[src/rtl/pipe_reg_chain.sv]
// pipe_reg_chain: parametrised pipeline register chain with per-stage valid,
// stall and flush control, and an optional bubble-collapse mode.
//
// Every stage register updates on the falling edge of clk. rst is
// synchronous and active-high.
//
// Parameters:
//   WIDTH    - data width in bits
//   DEPTH    - number of register stages
//   RST_VAL  - value loaded into every data stage on reset/flush
//   COLLAPSE - 0: lock-step chain, 1: bubbles absorb upstream entries while stalled
//
// Ports:
//   clk       - clock (falling-edge active)
//   rst       - synchronous active-high reset
//   in_data   - data into stage 0
//   in_valid  - in_data qualifies an entry
//   in_ready  - entry accepted on this edge when in_valid & in_ready (combinational)
//   stall     - downstream cannot consume the last stage
//   flush     - discard all entries
//   out_data  - last-stage data (registered)
//   out_valid - last-stage valid (registered)
//   count     - number of valid stages (registered)
module pipe_reg_chain #(
    parameter int               WIDTH    = 16,
    parameter int               DEPTH    = 1,
    parameter logic [WIDTH-1:0] RST_VAL  = {WIDTH{1'b0}},
    parameter bit               COLLAPSE = 1'b0
) (
    input  logic                       clk,
    input  logic                       rst,
    input  logic [WIDTH-1:0]           in_data,
    input  logic                       in_valid,
    output logic                       in_ready,
    input  logic                       stall,
    input  logic                       flush,
    output logic [WIDTH-1:0]           out_data,
    output logic                       out_valid,
    output logic [$clog2(DEPTH+1)-1:0] count
);

    localparam int CW = $clog2(DEPTH + 1);

    logic [DEPTH-1:0] v_r;
    logic [WIDTH-1:0] data_r [DEPTH];
    logic [CW-1:0]    count_r;

    logic [DEPTH-1:0] adv_s;
    logic [DEPTH-1:0] load_s;
    logic [DEPTH-1:0] nxt_v_s;
    logic [WIDTH-1:0] nxt_data_s [DEPTH];
    logic             in_ready_s;
    logic             accept_s;

    // Number of set bits in a stage-valid vector.
    function automatic logic [CW-1:0] popcount(input logic [DEPTH-1:0] vec);
        logic [CW-1:0] acc;
        acc = {CW{1'b0}};
        for (int i = 0; i < DEPTH; i++) begin
            if (vec[i]) begin
                acc = acc + CW'(1'b1);
            end else begin
                acc = acc;
            end
        end
        return acc;
    endfunction

    // Advance/load chain: adv_s[i] means the content of stage i moves downstream
    // this edge; load_s[i] means stage i takes its upstream neighbour's content.
    always_comb begin
        adv_s             = {DEPTH{1'b0}};
        load_s            = {DEPTH{1'b0}};
        adv_s[DEPTH-1]    = ~stall;
        for (int i = DEPTH - 2; i >= 0; i--) begin
            if (COLLAPSE) begin
                adv_s[i] = ~v_r[i+1] | adv_s[i+1];
            end else begin
                adv_s[i] = ~stall;
            end
        end
        // In collapse mode an empty stage can always be refilled, even when
        // nothing downstream of it moves; in lock-step mode only !stall moves.
        for (int i = 0; i < DEPTH; i++) begin
            if (COLLAPSE) begin
                load_s[i] = ~v_r[i] | adv_s[i];
            end else begin
                load_s[i] = ~stall;
            end
        end
    end

    // Input handshake: stage 0 accepts whenever it loads, never during flush.
    always_comb begin
        in_ready_s = load_s[0] & ~flush;
        accept_s   = in_valid & in_ready_s;
    end

    // Next-state valid and data for every stage; data holds when a bubble arrives.
    always_comb begin
        nxt_v_s = v_r;
        for (int i = 0; i < DEPTH; i++) begin
            nxt_data_s[i] = data_r[i];
        end
        if (load_s[0]) begin
            nxt_v_s[0] = accept_s;
            if (accept_s) begin
                nxt_data_s[0] = in_data;
            end else begin
                nxt_data_s[0] = data_r[0];
            end
        end else begin
            nxt_v_s[0]    = v_r[0];
            nxt_data_s[0] = data_r[0];
        end
        for (int i = 1; i < DEPTH; i++) begin
            if (load_s[i]) begin
                nxt_v_s[i] = v_r[i-1];
                if (v_r[i-1]) begin
                    nxt_data_s[i] = data_r[i-1];
                end else begin
                    nxt_data_s[i] = data_r[i];
                end
            end else begin
                nxt_v_s[i]    = v_r[i];
                nxt_data_s[i] = data_r[i];
            end
        end
    end

    // Stage registers and occupancy count; reset and flush share one clear path.
    always_ff @(negedge clk) begin
        if (rst || flush) begin
            v_r     <= {DEPTH{1'b0}};
            count_r <= {CW{1'b0}};
            for (int i = 0; i < DEPTH; i++) begin
                data_r[i] <= RST_VAL;
            end
        end else begin
            v_r     <= nxt_v_s;
            count_r <= popcount(nxt_v_s);
            for (int i = 0; i < DEPTH; i++) begin
                data_r[i] <= nxt_data_s[i];
            end
        end
    end

    // Output mapping: all outputs except in_ready come straight from registers.
    always_comb begin
        in_ready  = in_ready_s;
        out_data  = data_r[DEPTH-1];
        out_valid = v_r[DEPTH-1];
        count     = count_r;
    end

endmodule
[config.mk]
export PLATFORM = sky130hd
export DESIGN_NAME = pipe_reg_chain
export DESIGN_NICKNAME = d
export VERILOG_FILES = /design/src/rtl/pipe_reg_chain.sv
export SDC_FILE = /design/constraint.sdc
export NUM_CORES = 1
export LEC_CHECK = 0
export BUFFER_PORTS_ARGS = -buffer_cell sky130_fd_sc_hd__clkbuf_2
export CORE_MARGIN = 2
export CORE_UTILIZATION = 43
export DETAILED_ROUTE_END_ITERATION = 8
export GPL_ROUTABILITY_DRIVEN = 1
export PLACE_DENSITY = 0.88
export SYNTH_ARGS = -nofsm -noshare
export SYNTH_HDL_FRONTEND = slang
export SYNTH_SLANG_ARGS = --single-unit
[constraint.sdc]
create_clock -name clk -period 3.12 [get_ports clk]
set_clock_uncertainty 0.2 [all_clocks]
set_input_delay 0.936 -clock clk [delete_from_list [all_inputs] [get_ports clk]]
set_output_delay 0.936 -clock clk [all_outputs]
set_load 0.01 [all_outputs]
# Word level (Yosys, flattened, before mapping)
# Memories as Yosys holds them, arrays and structs flattened.
# Index checks and enable logic that the tools add are counted.
# totals
regBits	2
latch_bits	0
mem_bits_rw	16
romBits	0
in_bits	21
out_inout_bits	19
word_cells	18
mem_count	1
# mem_list
memory	words	word_bits	read_ports	rd_clocked_by_memory_dff	wr	line	text
data_r	1	16	1	0	1	45	logic [WIDTH-1:0] data_r [DEPTH];
# op_classes
add_sub_neg	0
mul	0
n_div	0
n_lt_le_gt_ge	0
eq_ne	0
shift	0
mux	9
n_bitwise	4
reduce_logical	2
# op_table
operator	n
$mux 16	3
$reduce_or 16->1	1
$mux 1	6
$and 1x1->1	2
$not 1->1	2
$logic_or 1x1->1	1

# Logic depth before layout (Yosys ltp)
# depth
ltp_word	6
depth_mapped	5

==> flow_summary_export.csv <==
group,metric,value,unit
status,status,"finished with violations",
status,violations,"setup timing",
worst_setup_path,start_kind,"register",
worst_setup_path,worstPathArrival,2.37,ns
global_route,grt_overflow,0,
sta,slew_viol_final,0,
drt,totalWireLength,2000,um
floorplanning,die_h,43.2,um
job,cap_viol_max_count,0,
synth,yosysWarnings,0,
placement,place_area,932,um^2
sta,rsz0062_at_grt,"true",
pwr,p_sw,0.170,mW
synth,avgSynthCellArea,8.38,um^2
synth,ys_seq_elements,17,
global_route,grt_pass1_wl,2590,um
clocking,hold_buffers,0,
synth,synth_seq_area_share,0.514,
clocking,clkLatencyLatePin,0.36,ns
worst_setup_path,crit_path_max_incr_delay,0.33,ns
clocking,cts_buffers,3,
clocking,clock-root-buffer,"clkbuf_4",
placement,hpwlAfterDp,1090,um
placement,gp_congestion,0.689,
synth,synth_area_leaders,"dfxtp_1, nand2_1, a21oi_1",
pwr,leakage,0.609,nW
worst_setup_path,crit_type,"reg -> out",
synth,syn-num-nets,100,
synth,synth_top_area_cell,"dfxtp_1",
drt,dr.pass1.iters,4,
pwr,sw_frac_of_total,0.290,
drt,wl_per_cell,12.2,um
clocking,htreeDepth,1,
layout,area_growth_syn_to_layout,82.2,%
worst_setup_path,critical_path.max_fanout,2,
drt,ant_nets,0,
drt,first_iter_violations,12,
sta,tns,-6.59,ns
synth,yosysTopAreaCellShare,0.514,
pwr,finalPower,0.584,mW
min_path,hp-class,"reg -> reg",
clocking,cts_sinks,17,
sta,worstMarginPinSlew,0.151,ns
pwr,power_density,484,nW/um^2
layout,fill_cells,96,
clocking,cts.clk_slew.worst_paths,0.05,ns
floorplanning,io_pins,40,
sta,whs,0.266,ns
global_route,grt_max_degree,18,
clocking,clockBufferDepth,2,
worst_setup_path,critPathBufInv,1,
global_route,antenna_found_initial,0,
floorplanning,initial_core_util,0.450,
pwr,combinationalPowerShare,0.104,
drt,via_count,775,
floorplanning,fp.dieW,43.2,um
pwr,ir_worst_vdd,0.000389,V
worst_setup_path,cpMaxStageDelayCell,"dfxtp_2",
sta,hold_violations,0,
sta,setup_viol_count_final,18,
placement,portBuffers,39,
synth,synth_area,662,um^2
layout,drive_gt1_frac,0.588,
worst_setup_path,cp-end-kind,"output pin",
pwr,p_int,0.415,mW
synth,ys_types,12,
layout,fin_area,1210,um^2
worst_setup_path,critical-path-top-delay-family,"flip-flops",
global_route,grt_pass1_vias,706,
layout,nets,170,
floorplanning,dieArea,1870,um^2
worst_setup_path,crit_chain,"buf_6",
floorplanning,rows,14,
synth,synthCells,79,
placement,dp_slack,-0.294,ns
pwr,clkPwrFrac,0.507,
global_route,globalRouteTotalUtil,0.186,
sta,slew_headroom,0.899,
worst_setup_path,crit_required,1.98,ns
drt,avgViaCountPerCell,4.73,
pwr,power.share.sequential,0.389,
floorplanning,core,1470,um^2
clocking,cts_tree,"yes",
layout,diodes,0,
sta,fin_ws,-0.385,ns
drt,route.detailed.drc,0,
-- area by class of cell --
class	count	area, um^2	share of cell area
Clock buffer	3	22.5	0.0187
Timing Repair Buffer	56	439	0.364
Sequential cell	17	362	0.300
Multi-Input combinational cell	54	269	0.223
Tap cell	16	20.0	0.0166
Clock inverter	18	93.8	0.0778
-- through the flow --
stage / instances / utilization
after detailed placement: 139 / 0.634
final: 164 / 0.820
after global routing: 164 / 0.820
after CTS: 162 / 0.739
after global placement: 139 / 0.634
after floorplan: 79 / -
-- registers in the layout (all words and copies together), names as in the netlist --
| register | count |
|---|---|
| data_r | 16 |
| out_valid | 1 |
-- kinds of logic after synthesis --
kind of cell | after synthesis | share of synthesized area
simple gates | 37 | 0.221
compound gates | 17 | 0.151
flops | 17 | 0.514
buf+inv | 8 | 0.113
-- what timing repair did --
item / CTS / global route
gates resized for setup: 16 / 35
cloned: 0 / 0
setup buffers: 3 / 2
endpoints found under the setup margin: 18 / 20
-- placed cells by master (no fill, tap or decap) --
master	instances
nand2_1	33
clkbuf_2	21
inv_1	17
dfxtp_2	17
buf_6	17
buf_4	15
a21oi_2	10
a21oi_1	7
clkbuf_4	3
buf_2	2
nor2b_1	1
nand2b_1	1
or2_1	1
nor2_1	1
bufinv_16	1
buf_12	1
-- synthesized netlist by cell type --
library cell,number
dfxtp_1,17
nand2_1,33
buf_4,3
nor2b_1,1
inv_1,1
or2_1,1
nor2_1,1
buf_6,3
nand2b_1,1
a21oi_2,4
buf_8,1
a21oi_1,13
-- per-layer routing --
layer  up-vias  track usage  wire length, um
met3         2       0.0383              127
li1        385            -                -
met4         0        0.194               22
met1       353        0.194              768
met2        35        0.293             1080
met5         -            0                0
-- path summary, 6_finish.rpt --
kind / slack [ns] / cells past startpoint / start / to
max reg2reg: 2.13 / 4 / data_r[0][3] / data_r[0][3]
min: 0.27 / 2 / out_valid / out_valid
min reg2reg: 0.27 / 2 / out_valid / out_valid
max: -0.38 / 1 / data_r[0][9] / out_data[9]
-- power groups by stage --
stage	clock network, mW	registers, mW	logic [mW]
after floorplan	0.0353	0.232	0.0281
after global routing	0.331	0.227	0.0655
after detailed placement	0.0353	0.229	0.0517
after CTS	0.299	0.226	0.0533
after global placement	0.0353	0.229	0.0507
final	0.296	0.227	0.0609
Power figures use the tool's default switching activity.
